--- src/rtl/aud_pwm_sched.sv ---
// Round-robin scheduler sharing one aud_pwm player between NUM_REQ requesters.
// Each grant is sequenced as a player reset pulse, a timed start window and a
// fixed idle guard gap. Completion is signalled to the owner with a 1-cycle
// done pulse. An abort or the owner dropping its request ends the grant early
// with no done pulse. All outputs come straight from flops.
module aud_pwm_sched #(
   parameter int NUM_REQ    = 4,
   parameter int DUR_W      = 24,
   parameter int RST_CYCLES = 4,
   parameter int GAP_CYCLES = 16
) (
   input  logic                       pclk_i,
   input  logic                       presetn_i,
   input  logic [NUM_REQ-1:0]         req_i,
   input  logic [NUM_REQ*DUR_W-1:0]   dur_i,
   input  logic                       abort_i,
   output logic [NUM_REQ-1:0]         gnt_o,
   output logic [NUM_REQ-1:0]         done_o,
   output logic [$clog2(NUM_REQ)-1:0] owner_o,
   output logic                       busy_o,
   output logic                       aud_rstn_o,
   output logic                       aud_start_o
);

   localparam int OWN_W = $clog2(NUM_REQ);
   localparam int RST_W = $clog2(RST_CYCLES + 1);
   localparam int GAP_W = $clog2(GAP_CYCLES + 1);
   localparam int CG_W  = (RST_W > GAP_W) ? RST_W : GAP_W;
   localparam int CNT_W = (DUR_W > CG_W) ? DUR_W : CG_W;

   // Counters are loaded with length-1 and the state ends when they reach 0.
   localparam logic [CNT_W-1:0] RST_LOAD = CNT_W'(RST_CYCLES - 1);
   localparam logic [CNT_W-1:0] GAP_LOAD = CNT_W'(GAP_CYCLES - 1);

   typedef enum logic [1:0] {
      S_IDLE  = 2'd0,
      S_RESET = 2'd1,
      S_PLAY  = 2'd2,
      S_GAP   = 2'd3
   } state_t;

   state_t             state_q, state_d;
   logic [CNT_W-1:0]   cnt_q, cnt_d;
   logic [DUR_W-1:0]   dur_q, dur_d;
   logic [OWN_W-1:0]   ptr_q, ptr_d;
   logic [NUM_REQ-1:0] gnt_q, gnt_d;
   logic [NUM_REQ-1:0] done_q, done_d;
   logic [OWN_W-1:0]   owner_q, owner_d;
   logic               busy_q, busy_d;
   logic               rstn_q, rstn_d;
   logic               start_q, start_d;

   logic               pick_vld;
   logic [OWN_W-1:0]   pick_idx;
   logic [OWN_W-1:0]   pick_ptr;
   logic [NUM_REQ-1:0] pick_oh;
   logic [DUR_W-1:0]   pick_dur;
   int                 arb_cand;
   int                 arb_nxt;

   // Round-robin search: first active request at or after the pointer, wrapping.
   always_comb begin
      pick_vld = 1'b0;
      pick_idx = '0;
      arb_cand = 0;
      for (int i = 0; i < NUM_REQ; i++) begin
         arb_cand = int'(ptr_q) + i;
         if (arb_cand >= NUM_REQ) arb_cand = arb_cand - NUM_REQ;
         if (!pick_vld && req_i[OWN_W'(arb_cand)]) begin
            pick_vld = 1'b1;
            pick_idx = OWN_W'(arb_cand);
         end
      end
   end

   // Decode the winner: one-hot grant, its duration slice and the next pointer.
   always_comb begin
      pick_oh  = '0;
      pick_dur = '0;
      arb_nxt  = int'(pick_idx) + 1;
      if (arb_nxt >= NUM_REQ) arb_nxt = 0;
      pick_ptr = OWN_W'(arb_nxt);
      for (int k = 0; k < NUM_REQ; k++) begin
         if (pick_idx == OWN_W'(k)) begin
            pick_oh[k] = 1'b1;
            pick_dur   = dur_i[k*DUR_W +: DUR_W];
         end
      end
   end

   // Next-state and next-output logic; outputs are computed one cycle ahead.
   always_comb begin
      state_d = state_q;
      cnt_d   = cnt_q;
      dur_d   = dur_q;
      ptr_d   = ptr_q;
      gnt_d   = gnt_q;
      done_d  = '0;
      owner_d = owner_q;
      rstn_d  = rstn_q;
      start_d = start_q;
      case (state_q)
         S_IDLE: begin
            rstn_d  = 1'b1;
            start_d = 1'b0;
            if (pick_vld) begin
               owner_d = pick_idx;
               gnt_d   = pick_oh;
               ptr_d   = pick_ptr;
               dur_d   = pick_dur;
               if (pick_dur == '0) begin
                  // Nothing to play: complete immediately and still take the gap.
                  state_d = S_GAP;
                  cnt_d   = GAP_LOAD;
                  done_d  = pick_oh;
               end else begin
                  state_d = S_RESET;
                  cnt_d   = RST_LOAD;
                  rstn_d  = 1'b0;
               end
            end
         end
         S_RESET: begin
            if (abort_i || !req_i[owner_q]) begin
               state_d = S_GAP;
               cnt_d   = GAP_LOAD;
               gnt_d   = '0;
               rstn_d  = 1'b1;
               start_d = 1'b0;
            end else if (cnt_q == '0) begin
               state_d = S_PLAY;
               cnt_d   = CNT_W'(dur_q) - CNT_W'(1);
               rstn_d  = 1'b1;
               start_d = 1'b1;
            end else begin
               cnt_d = cnt_q - CNT_W'(1);
            end
         end
         S_PLAY: begin
            // Abort is tested first so it beats a coincident final play cycle.
            if (abort_i || !req_i[owner_q]) begin
               state_d = S_GAP;
               cnt_d   = GAP_LOAD;
               gnt_d   = '0;
               start_d = 1'b0;
            end else if (cnt_q == '0) begin
               state_d = S_GAP;
               cnt_d   = GAP_LOAD;
               gnt_d   = '0;
               start_d = 1'b0;
               done_d  = gnt_q;
            end else begin
               cnt_d = cnt_q - CNT_W'(1);
            end
         end
         S_GAP: begin
            gnt_d   = '0;
            rstn_d  = 1'b1;
            start_d = 1'b0;
            if (cnt_q == '0) begin
               state_d = S_IDLE;
            end else begin
               cnt_d = cnt_q - CNT_W'(1);
            end
         end
         default: begin
            state_d = S_IDLE;
         end
      endcase
      busy_d = (state_d != S_IDLE);
   end

   // State and output registers; reset holds the player in reset.
   always_ff @(posedge pclk_i or negedge presetn_i) begin
      if (!presetn_i) begin
         state_q <= S_IDLE;
         cnt_q   <= '0;
         dur_q   <= '0;
         ptr_q   <= '0;
         gnt_q   <= '0;
         done_q  <= '0;
         owner_q <= '0;
         busy_q  <= 1'b0;
         rstn_q  <= 1'b0;
         start_q <= 1'b0;
      end else begin
         state_q <= state_d;
         cnt_q   <= cnt_d;
         dur_q   <= dur_d;
         ptr_q   <= ptr_d;
         gnt_q   <= gnt_d;
         done_q  <= done_d;
         owner_q <= owner_d;
         busy_q  <= busy_d;
         rstn_q  <= rstn_d;
         start_q <= start_d;
      end
   end

   assign gnt_o       = gnt_q;
   assign done_o      = done_q;
   assign owner_o     = owner_q;
   assign busy_o      = busy_q;
   assign aud_rstn_o  = rstn_q;
   assign aud_start_o = start_q;

endmodule
--- config.mk ---
export PLATFORM = sky130hd
export DESIGN_NAME = aud_pwm_sched
export DESIGN_NICKNAME = d
export VERILOG_FILES = /design/src/rtl/aud_pwm_sched.sv
export SDC_FILE = /design/constraint.sdc
export NUM_CORES = 1
export LEC_CHECK = 0
export BUFFER_PORTS_ARGS = -buffer_cell sky130_fd_sc_hd__buf_2
export CAP_MARGIN = 25
export CORE_MARGIN = 4
export CORE_UTILIZATION = 40
export DETAILED_ROUTE_END_ITERATION = 10
export PLACE_DENSITY = 0.67
export REMOVE_ABC_BUFFERS = 1
export SYNTH_ARGS = -nofsm -noshare
export SYNTH_HDL_FRONTEND = slang
export SYNTH_SLANG_ARGS = --single-unit
--- constraint.sdc ---
create_clock -name pclk_i -period 2.8 [get_ports pclk_i]
set_input_delay 0.56 -clock pclk_i [delete_from_list [all_inputs] [get_ports pclk_i]]
set_output_delay 0.56 -clock pclk_i [all_outputs]
set_load 0.1 [all_outputs]
* After elaboration in Yosys (flattened, before gate mapping) *
Cells that the tools add are included.

cells by class
  $add $sub $neg = 10
  $lt $le $gt $ge = 10
  equal/unequal tests = 11
  mux-type cells = 70
  reduce and logical (&&, ||, !) cells = 20

operator list
  kind                   number
  $mux 24                10
  $pmux 24 s4            1
  $logic_not 24->1       2
  $sub 24x1->24 const B  2
  $mux 4                 9
  $mux 2                 16
  $mux 1                 24
  $lt 2x4->1 const B     4
  $pmux 4 s4             1
  $ge 3x3->1 const B     4
  $bmux 1 s2             5
  $eq 2x2->1 const B     4
  $pmux 2 s4             1
  $pmux 4 s2             1
  $reduce_and 2->1       4
  $sub 2x1->2 const B    4
  $add 2x1->3 const B    2
  $add 2x2->3 const B    2
  $ne 2x2->1 const B     3
  $ne 3x3->1 const B     2
  $pmux 1 s3             2
  $eq 2x1->1 const B     2
  $logic_not 1->1        4
  $logic_not 2->1        2
  8 further kinds        10

storage, ports and cells
  bits in registers = 65
  output and inout port bits = 13

* Depth between registers and ports, before layout *
Gate-level depths: netlist (run 1).

  depth after elaboration = 25
  depth in mapped cells = 16
  mapped depth without buffers = 14

* Least setup slack after synthesis (run 1) *
Ideal clock, no wire load.

  kind = input to register
  start = input req_i[3]
  end = register done_q[0], in the netlist done_o[0]
  setup time = 0.069 ns
  data arrival time = 3.075 ns
  required time = 2.731 ns
  path slack = -0.344 ns
  stages on the path = 13
  cells stage by stage = nor2_1 -> a21oi_1 -> o221ai_1 -> inv_1 -> ha_1 -> clkbuf_1 -> nand2b_1 -> clkbuf_1 -> a2bb2oi_1 -> a2111oi_0 -> nand4_1 -> nor4_1 -> a22o_1

between the ends
  longest elaborated chain between the ends = 22
  elaborated cells on any way between the ends = 44
  classes of those cells = 3 x eq/ne; 31 x mux; 10 x reduce/logical

RTL lines
  item                                       line  source
  start, declared                            14    input logic [NUM_REQ-1:0] req_i,
  $bmux 1 s2                                 69    if (!pick_vld && req_i[OWN_W'(arb_cand)]) begin
  $mux 1 (implied by the code) (2 in a row)  69
  $mux 1                                     69
  $logic_not 1->1                            69
  $logic_and 1x1->1                          69
  $mux 1                                     69
  $logic_not 1->1                            69
  $logic_and 1x1->1                          69
  (+4 left out)                              n/a
  via pick_idx[1]                            54    logic [OWN_W-1:0] pick_idx;
  $logic_not 2->1                            84    if (pick_idx == OWN_W'(k)) begin
  $mux 24 (4 in a row)                       84
  $logic_not 24->1                           111   if (pick_dur == '0) begin
  $mux 4 *                                   111
  $mux 4 *                                   106   if (pick_vld) begin
  $pmux 4 s2 *                               102   case (state_q)
  via done_d[0]                              47    logic [NUM_REQ-1:0] done_q, done_d;
  end signal, assigned                       192   done_q <= done_d;
  end, declared                              47

The timed path passes the listed nets; every way through them passes the cells marked *. The select of a mux whose other input is x is not followed.
A chain may end at the register's enable or synchronous reset.

* Final worst setup path (run 1) *
  start = register ptr_q[1]
  end = register rstn_q, in the netlist aud_rstn_o

between the ends
  longest elaborated chain between the ends = 24
  elaborated cells on any way between the ends = 53
  classes of those cells = 7 x add/sub; 4 x order compare; 3 x eq/ne; 31 x mux; 8 x reduce/logical

RTL lines
  item                                                  line  source
  start, declared                                       45    logic [OWN_W-1:0] ptr_q, ptr_d;
  start signal, assigned                                190   ptr_q <= ptr_d;
  branches (longest 14 deep; another with $add 2x1->3)  n/a
  $mux 2 *                                              69
  via pick_idx[0]                                       54
  $logic_not 2->1                                       84
  $mux 24 (3 in a row)                                  84
  $mux 24 *                                             84
  $logic_not 24->1 *                                    111
  $mux 1 *                                              111
  $mux 1 *                                              106
  $pmux 1 s3 *                                          102
  end signal, assigned                                  195   rstn_q <= rstn_d;
  end, declared                                         50    logic rstn_q, rstn_d;

Mark *: on every way through the listed nets, which the timed path passes. The select of a mux whose other input is x is not followed.

==> results of run 1 <==
[Yosys cell counts, types with 4 or more instances]
library cell                number
sky130_fd_sc_hd__nand2_1       100
sky130_fd_sc_hd__ha_1           11
sky130_fd_sc_hd__a21oi_1        22
sky130_fd_sc_hd__or2_2           4
sky130_fd_sc_hd__nand3_1        31
sky130_fd_sc_hd__buf_2           9
sky130_fd_sc_hd__clkbuf_1       24
sky130_fd_sc_hd__or4_1           7
sky130_fd_sc_hd__nor3_1         17
sky130_fd_sc_hd__xnor2_1        12
sky130_fd_sc_hd__nand3b_1       18
sky130_fd_sc_hd__dfrtp_1        65
sky130_fd_sc_hd__nor2_1         47
sky130_fd_sc_hd__a22o_1         11
sky130_fd_sc_hd__o211ai_1       10
sky130_fd_sc_hd__xor2_1         10
sky130_fd_sc_hd__o22ai_1        10
sky130_fd_sc_hd__a2111oi_0       6
sky130_fd_sc_hd__a222oi_1       13
sky130_fd_sc_hd__a211oi_1        4
sky130_fd_sc_hd__or3_1           7
sky130_fd_sc_hd__nand4_1         6
sky130_fd_sc_hd__nand2b_1        4
sky130_fd_sc_hd__o221ai_1       17
sky130_fd_sc_hd__o31ai_1         4
sky130_fd_sc_hd__a31oi_1         8
sky130_fd_sc_hd__nor4_1         18
sky130_fd_sc_hd__o21ai_1         7
sky130_fd_sc_hd__o21ai_0        57
sky130_fd_sc_hd__inv_1          46
sky130_fd_sc_hd__o22a_1          5
[power by group through the flow]
stage / clock network [uW] / logic (uW) / registers, uW
3_3_place_gp: 0 / 4950 / 1680
5_1_grt: 1290 / 5910 / 1750
6_report: 1230 / 5430 / 1700
3_5_place_dp: 0 / 5010 / 1690
2_1_floorplan: 0 / 2780 / 1880
4_1_cts: 1250 / 5280 / 1690
[worst max-delay path by stage]
stage / from / to / slack [ns] / depth (start not counted)
2_1_floorplan: req_i[3] / done_o[1] / -0.72 / 11
3_3_place_gp: req_i[3] / cnt_q[2] / -0.65 / 16
3_5_place_dp: req_i[3] / cnt_q[2] / -0.74 / 17
4_1_cts: ptr_q[1] / cnt_q[2] / -0.20 / 16
5_1_grt: ptr_q[1] / cnt_q[2] / -0.41 / 15
6_report: ptr_q[1] / aud_rstn_o / -0.31 / 16
[per-stage QoR]
step	cells	utilization, %	total power [uW]
2_1_floorplan	628	-	4660
3_3_place_gp	1011	52.4	6630
3_5_place_dp	1011	52.4	6710
4_1_cts	1032	56.5	8220
5_1_grt	1034	57.0	8950
6_report	1034	57.0	8360
[cell type report]
class | count | area (sq um)
clock buffers | 14 | 264
clock inverters | 2 | 60.1
fillers | 1167 | 5430
inverters | 46 | 173
multi-input cells | 517 | 3360
flip-flops and latches | 65 | 1630
well taps | 172 | 215
repair buffers | 218 | 1490
[state kept, by name, summed over array words and instances, names as in the netlist]
register and count:
done_o 4, gnt_o 4, cnt_q 24, aud_start_o 1, busy_o 1, aud_rstn_o 1
owner_o 2, state_q 2, ptr_q 2, dur_q 24
[metal layers]
metal	global-route usage, %	wire, microns	vias to the layer above
met5	0	0	-
met4	10.4	545	0
met3	4.27	1400	35
met2	45.4	9250	295
met1	34.3	8230	2821
li1	-	-	2863
[cell families (layout without fill, tap and decap cells)]
family                     Yosys count  in the layout  synth area share (%)
adders and majority gates           11             11                  2.66
xor gates and xnor gates            22             22                  3.73
buffers and inverters               84            280                  6.68
AOI/OAI and AO/OA                  200            200                  26.7
DFF                                 65             65                  31.5
muxes                                4              4                  1.02
and+or+nand+nor                    280            280                  27.8
[timing repair]
item                       in CTS  in global routing
cloned                          1                  0
resized for setup              35                  8
buffers inserted                6                  2
pin swaps                      15                 10
setup endpoints to repair       9                 29
==> summary.txt, run 1 <==
Status
  • Status: finished with violations
  • Violations in the final reports: setup timing

Critical path
  • Setup slack of the worst register-to-register path: -0.31 ns
  • Category of the worst setup path capture point: flip-flop
  • Critical path cell sequence: inv_2, nor2_2, o21ai_1, o21ai_1, a31oi_4, buf_4, ha_4, and2b_1, buf_4, a222oi_1, a2111oi_4, nand4_1, nor3_2, buf_4, buf_4, o22a_1
  • Origin of the critical flop-to-flop path: ptr_q[1]
  • Highest-delay cell along the critical path: sky130_fd_sc_hd__a222oi_1
  • Terminus of the critical flop-to-flop path: aud_rstn_o
  • CP Buf/Inv Count: 5
  • Type of the worst setup path: flip-flop to flip-flop
  • Worst endpoint data arrival time: 3.33 ns
  • Critical path's largest stage delay: 0.42 ns
  • Crit start category: flip-flop
  • Endpoint required time on the critical path: 3.02 ns
  • Cell type with the highest occurrence count on the critical path: sky130_fd_sc_hd__buf_4
  • Cell family with the largest share of critical-path delay: compound AO/OA/AOI/OAI gates
  • Depth of the worst register-to-register path: 16
  • Largest fanout on the critical path: 6

Route
  • Count of TritonRoute iterations in the first routing pass: 5
  • Ratio of routed vias to standard cells: 5.82
  • Detailed-route via count: 6014
  • Routed wire per std cell: 18.8 microns
  • Total Wirelength: 19400 microns
  • Detailed Route Iter0 Violations: 555
  • Antenna Violating Nets Remaining: 0
  • Total DRC errors in the routed layout: 0

CTS
  • Deepest clock path buffer count: 2
  • Clock tree root driver cell: sky130_fd_sc_hd__clkbuf_16
  • CTS sink count: 65
  • H-tree depth: 3
  • TritonCTS clock tree: yes
  • Insertion delay to the later sink of the worst-skew pair: 0.34 ns
  • Worst-path clk slew: 0.06 ns
  • Number of hold-repair buffers added at the cts stage: 0
  • Number of clock buffers inserted by TritonCTS: 9

Finish
  • Commonest non-fill, non-tap cells in the layout: sky130_fd_sc_hd__buf_2, sky130_fd_sc_hd__nand2_1, sky130_fd_sc_hd__buf_4
  • # nets final: 971
  • Layout-stage area growth over the synthesis result: 39.1%
  • Diodes inserted: 0
  • Final Cell Area: 7190 sq um
  • Most common cell after layout, fill and taps aside: sky130_fd_sc_hd__buf_2
  • Fraction of layout cells with a size suffix above 1: 31.2%

Timing
  • Final clock period utilization by the worst path: 111%
  • Transition at the pin with the smallest max-transition slack: 0.586 ns
  • Minimum clock period after layout: 3.11 ns
  • Count of endpoints failing setup in the final report: 9
  • Number of hold violations in the final report: 0
  • Number of pins with negative max-slew slack in the final report: 0
  • Highest clock frequency the design can meet: 321 MHz
  • Clock skew: 0.00926 ns
  • Post-route setup slack: -0.315 ns
  • Unrepaired setup endpoints after global routing: true
  • Setup TNS after final layout: -2.20 ns
  • Worst Hold Margin: 0.220 ns
  • Max-slew headroom at the worst pin: 60.8%

Pwr
  • Net switching power: 3950 uW
  • Worst IR Drop VDD: 0.361 mV
  • Leakage: 0.00329 uW
  • Sequential power share: 20.3%
  • Share of power burned in the clock network: 14.7%
  • Int Pwr: 4410 uW
  • Share of power burned in combinational logic: 65.0%
  • Net Sw Frac: 47.3%
  • Power per standard cell area: 1160 nW/um^2

Global route
  • Vias in the first global route: 6122
  • Total grt overflow: 0
  • Aggregate global-route resource usage: 26.8%
  • Largest net degree at the start of global routing: 66
  • First-pass GRT wire length: 31400 microns
  • Initial antenna violation count: 0

Yosys
  • Library cell with the largest summed area after synthesis: sky130_fd_sc_hd__dfrtp_1
  • Share of async-settable or async-resettable flops after synthesis: 100%
  • Total of warnings raised by yosys: 0
  • Post-synthesis sequential area ratio: 31.5%
  • Synthesized instance count: 666
  • Mapped Area: 5170 sq um
  • Share of Yosys cell area claimed by the top area cell type: 31.5%
  • Prevailing post-synth register cell: sky130_fd_sc_hd__dfrtp_1
  • Number of register bits inferred by synthesis: 65
  • Post-Synthesis Mean Instance Area: 7.76 sq um
  • Post-synth cell types: 65
  • Main area contributors after synthesis: sky130_fd_sc_hd__dfrtp_1, sky130_fd_sc_hd__nand2_1, sky130_fd_sc_hd__o21ai_0
  • Number of enable-type register cells in the synthesized netlist: 0

Place
  • Global placement routability congestion: 0.900
  • Port Buf Inserts: 115
  • Worst-case setup slack after placement: -0.739 ns
  • Total cell area at the placement stage: 6610 sq um
  • Detailed placer's ending HPWL: 15300 microns

Floorplanning
  • Number of placement rows: 41
  • Standard cell core area: 12600 sq um
  • Full die area: 14800 sq um
  • Die X-Extent: 122 microns
  • Initial core utilization: 41.0%
  • Die Y: 122 microns
  • Ports placed on the boundary: 116

Min path
  • Class of the worst hold path: input pin to async pin

Flow run
  • Total of max-cap violations: 0
(Power assumes the default switching activity.)
==> inputs of run 2 (changes only) <==
--- a/config.mk
+++ b/config.mk
@@ -6,11 +6,12 @@
 export NUM_CORES = 1
 export LEC_CHECK = 0
 export BUFFER_PORTS_ARGS = -buffer_cell sky130_fd_sc_hd__buf_2
-export CAP_MARGIN = 25
+export CELL_PAD_IN_SITES_DETAIL_PLACEMENT = 1
+export CELL_PAD_IN_SITES_GLOBAL_PLACEMENT = 2
 export CORE_MARGIN = 4
-export CORE_UTILIZATION = 40
+export CORE_UTILIZATION = 28
 export DETAILED_ROUTE_END_ITERATION = 10
-export PLACE_DENSITY = 0.67
+export PLACE_DENSITY = 0.79
 export REMOVE_ABC_BUFFERS = 1
 export SYNTH_ARGS = -nofsm -noshare
 export SYNTH_HDL_FRONTEND = slang
==> run 2 against run 1 <==
Net effect:
- the run still ends with setup timing left
- sequential share of layout area down 0.85 points
- via count rose by 1.6%
- non-clock buffer count grew 14
- core utilization is 16 points lower
- total power rose by 4.9%
- combinational power up 7.7%
- first-iteration DRC count down 43%
- clock-buffer cell count is 5 lower
- critical endpoint is now cnt_q[3]
- largest cell class unchanged
==> summary.txt, run 2 (synthesis results as in run 1) <==
Critical path
  • Worst endpoint data arrival time: 3.48 ns
  • Depth of the worst register-to-register path: 17
  • Endpoint required time on the critical path: 3.03 ns
  • Origin of the critical flop-to-flop path: ptr_q[0]
  • Type of the worst setup path: flip-flop to flip-flop
  • Largest fanout on the critical path: 7
  • Crit start category: flip-flop
  • Category of the worst setup path capture point: flip-flop
  • Setup slack of the worst register-to-register path: -0.45 ns
  • Terminus of the critical flop-to-flop path: cnt_q[3]

Floorplanning
  • Number of placement rows: 49
  • Die Y: 144 microns
  • Die X-Extent: 144 microns
  • Ports placed on the boundary: 116
  • Initial core utilization: 28.6%
  • Standard cell core area: 18100 sq um
  • Full die area: 20700 sq um

Route
  • Detailed Route Iter0 Violations: 319
  • Total Wirelength: 22200 microns
  • Detailed-route via count: 6108
  • Antenna Violating Nets Remaining: 0
  • Count of TritonRoute iterations in the first routing pass: 5
  • Ratio of routed vias to standard cells: 5.53
  • Routed wire per std cell: 20.1 microns
  • Total DRC errors in the routed layout: 0

Flow run
  • Total of max-cap violations: 0

Place
  • Port Buf Inserts: 115
  • Global placement routability congestion: 0.952
  • Detailed placer's ending HPWL: 17400 microns
  • Number of cells in the design after placement: 1072
  • Worst-case setup slack after placement: -1.04 ns

Timing
  • Clock skew: 0.00607 ns
  • Number of pins with negative max-slew slack in the final report: 0
  • Highest clock frequency the design can meet: 308 MHz
  • Setup TNS after final layout: -3.47 ns
  • Unrepaired setup endpoints after global routing: true
  • Count of endpoints failing setup in the final report: 9
  • Max-slew headroom at the worst pin: 48.8%
  • Transition at the pin with the smallest max-transition slack: 0.768 ns
  • Minimum clock period after layout: 3.25 ns
  • Final clock period utilization by the worst path: 116%
  • Number of hold violations in the final report: 0
  • Post-route setup slack: -0.447 ns

Global route
  • First-pass GRT wire length: 35600 microns
  • Vias in the first global route: 6598
  • Initial antenna violation count: 0
  • Largest net degree at the start of global routing: 49
  • Total grt overflow: 0
  • Aggregate global-route resource usage: 21.8%

CTS
  • Insertion delay to the later sink of the worst-skew pair: 0.35 ns
  • Clock tree root driver cell: sky130_fd_sc_hd__clkbuf_16
  • Number of clock buffers inserted by TritonCTS: 9
  • H-tree depth: 3
  • Worst-path clk slew: 0.06 ns
  • CTS sink count: 65
  • Number of hold-repair buffers added at the cts stage: 0
  • TritonCTS clock tree: yes
  • Deepest clock path buffer count: 2

Finish
  • Diodes inserted: 0
  • Number of fill cells: 2155
  • Sequential cell area: 1630 sq um
  • Commonest non-fill, non-tap cells in the layout: sky130_fd_sc_hd__buf_2, sky130_fd_sc_hd__buf_4, sky130_fd_sc_hd__nand2_1
  • Area occupied by multi-input gates: 3420 sq um
  • Layout-stage area growth over the synthesis result: 44.5%
  • # nets final: 985
  • Fraction of layout cells with a size suffix above 1: 33.7%
  • Most common cell after layout, fill and taps aside: sky130_fd_sc_hd__buf_2
  • Largest registers ranked by flip-flop count: cnt_q (24), dur_q (24)
  • Post-route non-filler standard cell count: 1105

Status
  • Violations in the final reports: setup timing
  • Status: finished with violations

Pwr
  • Worst IR Drop VDD: 0.332 mV
  • Leakage: 0.00338 uW
  • Power per standard cell area: 1180 nW/um^2
  • Post-layout power: 8780 uW

Min path
  • Class of the worst hold path: input pin to async pin
run 2: how the worst max path moves through the flow:
stage / endpoint / startpoint / slack, ns
final: cnt_q[3] / ptr_q[0] / -0.45
after global routing: cnt_q[3] / ptr_q[0] / -0.61
after CTS: cnt_q[2] / ptr_q[1] / -0.35
after detailed placement: cnt_q[2] / req_i[3] / -1.04
after global placement: done_o[3] / req_i[3] / -0.96
after floorplan: done_o[1] / req_i[3] / -0.72
run 2: power breakdown:
group / leakage [uW] / internal (uW) / switching [uW]
registers: 0.000844 / 1280 / 424
logic: 0.00239 / 2500 / 3360
clock network: 0.000152 / 778 / 440
total: 0.00338 / 4560 / 4220
run 2: layer usage:
layer | up-vias | track usage [%] | share of wire [%]
met5 | - | 0 | 0
met2 | 192 | 37.7 | 50
met1 | 2986 | 27.2 | 43
met3 | 35 | 2.93 | 4.4
li1 | 2895 | - | -
met4 | 0 | 8.97 | 2.7
run 2: final cells by class:
type                    instances  area share, %
multi-input cells             517           45.9
well taps                     229           3.84
clock inverters                 7           1.26
repair buffers                232           21.9
clock buffers                   9           3.02
flip-flops and latches         65           21.8
inverters                      46           2.35
run 2: timing repair:
item                                    4_1_cts  5_1_grt
gates cloned                                  1        0
pin swaps                                    24        7
buffers inserted                             16        4
endpoints found under the setup margin        9       21
gates resized for setup                      50       16
run 2: metrics by stage:
step	instance area [sq um]	hold slack [ns]	util (%)
detailed placement	6720	0.503	37.2
CTS	7380	0.271	40.8
finish	7470	0.261	41.3
global placement	6720	0.484	37.2
global route	7470	0.318	41.3
floorplan	5000	0.264	-
run 2: worst max-delay path, cell delays in order, from the launching register on:
cell and delay [ns]:
sky130_fd_sc_hd__dfrtp_1 0.41, sky130_fd_sc_hd__nor2_2 0.15, sky130_fd_sc_hd__o21ai_1 0.08, sky130_fd_sc_hd__o21ai_1 0.09, sky130_fd_sc_hd__a31oi_1 0.06, sky130_fd_sc_hd__buf_4 0.18
sky130_fd_sc_hd__ha_4 0.19, sky130_fd_sc_hd__buf_12 0.14, sky130_fd_sc_hd__buf_6 0.11, sky130_fd_sc_hd__nand3b_1 0.16, sky130_fd_sc_hd__a222oi_1 0.67, sky130_fd_sc_hd__a2111oi_4 0.11
sky130_fd_sc_hd__nand4_1 0.20, sky130_fd_sc_hd__nor3_2 0.07, sky130_fd_sc_hd__buf_4 0.17, sky130_fd_sc_hd__buf_6 0.11, sky130_fd_sc_hd__a22oi_2 0.14, sky130_fd_sc_hd__o21ai_1 0.09
==> inputs of run 3 (changes only) <==
--- a/config.mk
+++ b/config.mk
@@ -9,9 +9,9 @@
 export CELL_PAD_IN_SITES_DETAIL_PLACEMENT = 1
 export CELL_PAD_IN_SITES_GLOBAL_PLACEMENT = 2
 export CORE_MARGIN = 4
-export CORE_UTILIZATION = 28
+export CORE_UTILIZATION = 31
 export DETAILED_ROUTE_END_ITERATION = 10
-export PLACE_DENSITY = 0.79
+export PLACE_DENSITY = 0.83
 export REMOVE_ABC_BUFFERS = 1
 export SYNTH_ARGS = -nofsm -noshare
 export SYNTH_HDL_FRONTEND = slang
==> constraint.sdc (replaced) <==
create_clock -name pclk_i -period 3.24 [get_ports pclk_i]
set_input_delay 0.648 -clock pclk_i [delete_from_list [all_inputs] [get_ports pclk_i]]
set_output_delay 0.648 -clock pclk_i [all_outputs]
set_load 0.1 [all_outputs]
==> run 3 against run 2 <==
Net effect:
- the flow still finishes with violations (setup timing)
- critical path depth increased by 1
- fmax barely moved
- final area shrank 5.3%
- cell count is 4.0% lower
- critical endpoint is now aud_rstn_o
- clock power shrank 9.8%
- hold slack better by 0.13 ns
- clock-buffer cell count stayed put
- total power fell by 18%
- sequential cell count did not move
==> summary.txt, run 3 (synthesis results as in run 1) <==
Place
  • Global placement routability congestion: 0.907
  • Port Buf Inserts: 115
  • Detailed placer's ending HPWL: 17100 microns

CTS
  • H-tree depth: 3
  • CTS sink count: 65
  • Number of clock buffers inserted by TritonCTS: 9
  • Worst-path clk slew: 0.06 ns
  • Deepest clock path buffer count: 2
  • Clock tree root driver cell: sky130_fd_sc_hd__clkbuf_16
  • Insertion delay to the later sink of the worst-skew pair: 0.35 ns
  • TritonCTS clock tree: yes

Pwr
  • Power per standard cell area: 1020 nW/um^2
  • Leakage: 0.00319 uW
  • Worst IR Drop VDD: 0.295 mV
  • Post-layout power: 7200 uW

Route
  • Count of TritonRoute iterations in the first routing pass: 5
  • Total DRC errors in the routed layout: 0
  • Routed wire per std cell: 20.7 microns
  • Detailed-route via count: 6033
  • Total Wirelength: 22000 microns
  • Ratio of routed vias to standard cells: 5.69
  • Detailed Route Iter0 Violations: 408
  • Antenna Violating Nets Remaining: 0

Global route
  • Largest net degree at the start of global routing: 49
  • Initial antenna violation count: 0
  • First-pass GRT wire length: 34200 microns
  • Vias in the first global route: 6345
  • Aggregate global-route resource usage: 23.3%
  • Total grt overflow: 0

Floorplanning
  • Standard cell core area: 16100 sq um
  • Die Y: 137 microns
  • Die X-Extent: 137 microns
  • Number of placement rows: 46
  • Full die area: 18800 sq um
  • Ports placed on the boundary: 116
  • Initial core utilization: 32.1%

Timing
  • Number of pins with negative max-slew slack in the final report: 0
  • Post-route setup slack: -0.00498 ns
  • Unrepaired setup endpoints after global routing: true
  • Transition at the pin with the smallest max-transition slack: 1.15 ns
  • Minimum clock period after layout: 3.24 ns
  • Final clock period utilization by the worst path: 100%
  • Count of endpoints failing setup in the final report: 1
  • Clock skew: 0.00886 ns
  • Highest clock frequency the design can meet: 308 MHz
  • Number of hold violations in the final report: 0
  • Max-slew headroom at the worst pin: 23.5%
  • Setup TNS after final layout: -0.00498 ns

Status
  • Status: finished with violations
  • Violations in the final reports: setup timing

Critical path
  • Critical path's largest stage delay: 0.43 ns
  • Cell type with the highest occurrence count on the critical path: sky130_fd_sc_hd__buf_4
  • Largest fanout on the critical path: 11
  • Worst endpoint data arrival time: 3.48 ns
  • Highest-delay cell along the critical path: sky130_fd_sc_hd__a222oi_1
  • Endpoint required time on the critical path: 3.48 ns
  • Critical path cell sequence: inv_2, nor2_2, o21ai_1, o21ai_1, a31oi_1, buf_4, ha_4, buf_12, clkbuf_16, nand2_2, a222oi_1, a2111oi_2, buf_4, nand4_1, nor3_2, buf_4, buf_4, o22a_1
  • Type of the worst setup path: flip-flop to flip-flop
  • Category of the worst setup path capture point: flip-flop
  • Crit start category: flip-flop

Flow run
  • Total of max-cap violations: 0

Finish
  • Number of fill cells: 2005
  • Largest registers ranked by flip-flop count: cnt_q (24), dur_q (24)
  • # nets final: 954
  • Diodes inserted: 0
  • Fraction of layout cells with a size suffix above 1: 30.4%
  • Layout-stage area growth over the synthesis result: 36.8%
  • Commonest non-fill, non-tap cells in the layout: sky130_fd_sc_hd__buf_2, sky130_fd_sc_hd__nand2_1, sky130_fd_sc_hd__buf_4
  • Most common cell after layout, fill and taps aside: sky130_fd_sc_hd__buf_2

Min path
  • Class of the worst hold path: input pin to async pin
-- run 3: changes by cell type in the layout (fill, tap and decap cells not counted), sizes merged --
cell,delta
buf,-32
clkbuf,+1
clkinvlp,-1
inv,+1
-- run 3: layout make-up --
type	count	area [sq um]	share of cell area [%]
Tap cell	216	270	3.82
Timing Repair Buffer	201	1300	18.4
Clock buffer	9	225	3.19
Multi-Input combinational cell	517	3370	47.6
Sequential cell	65	1630	23.0
Clock inverter	7	103	1.45
Inverter	46	175	2.48
-- run 3: per-layer routing --
layer  part of all wire, %  GRT usage, %
met5                     0             0
met2                    48          38.7
met4                   2.1          6.26
met1                    44          30.9
met3                   5.7          4.60
-- run 3: power breakdown --
| group | switching [uW] | internal, uW |
|---|---|---|
| Clock | 421 | 682 |
| Sequential | 361 | 1110 |
| Combinational | 2780 | 1850 |
-- run 3: repair_timing --
item	CTS	global route
buffers inserted	1	10
setup endpoints to repair	9	10
pin swaps	5	22
gates resized for setup	11	40
cloned	0	1
hold buffers	0	0
-- run 3: final timing paths --
| kind | startpoint | endpoint | slack, ns | cells after the start |
|---|---|---|---|---|
| worst max-delay path | ptr_q[1] | aud_rstn_o | -0.005 | 18 |
| min in group pclk_i | gnt_o[0] | gnt_o[0] | 0.51 | 2 |
| worst min register to register | gnt_o[0] | gnt_o[0] | 0.51 | 2 |
| worst max register to register | ptr_q[1] | aud_rstn_o | -0.005 | 18 |
| max in group asynchronous | presetn_i | dur_q[6] | 2.06 | 2 |
| worst min-delay path | presetn_i | cnt_q[19] | 0.39 | 1 |
-- run 3: per-stage QoR --
stage | area [sq um] | hold WS [ns] | instances | utilization, % | setup WS, ns
4_1_cts | 6850 | 0.414 | 1053 | 42.5 | 0.00789
6_report | 7070 | 0.387 | 1061 | 43.9 | -0.00498
3_3_place_gp | 6470 | 0.482 | 1036 | 40.2 | -0.616
5_1_grt | 7070 | 0.459 | 1061 | 43.9 | -0.236
2_1_floorplan | 5000 | 0.352 | 628 | - | -0.365
3_5_place_dp | 6470 | 0.498 | 1036 | 40.2 | -0.728
-- run 3: worst max-delay path, delay by kind of cell, from the launching register on --
kind	cells	cell delay, ns
adder cells (fa/ha/maj)	1	0.18
buffers and inverters	7	0.99
AO/OA/AOI/OAI	6	1.17
AND/OR/NAND/NOR	4	0.35
flip-flops	1	0.41
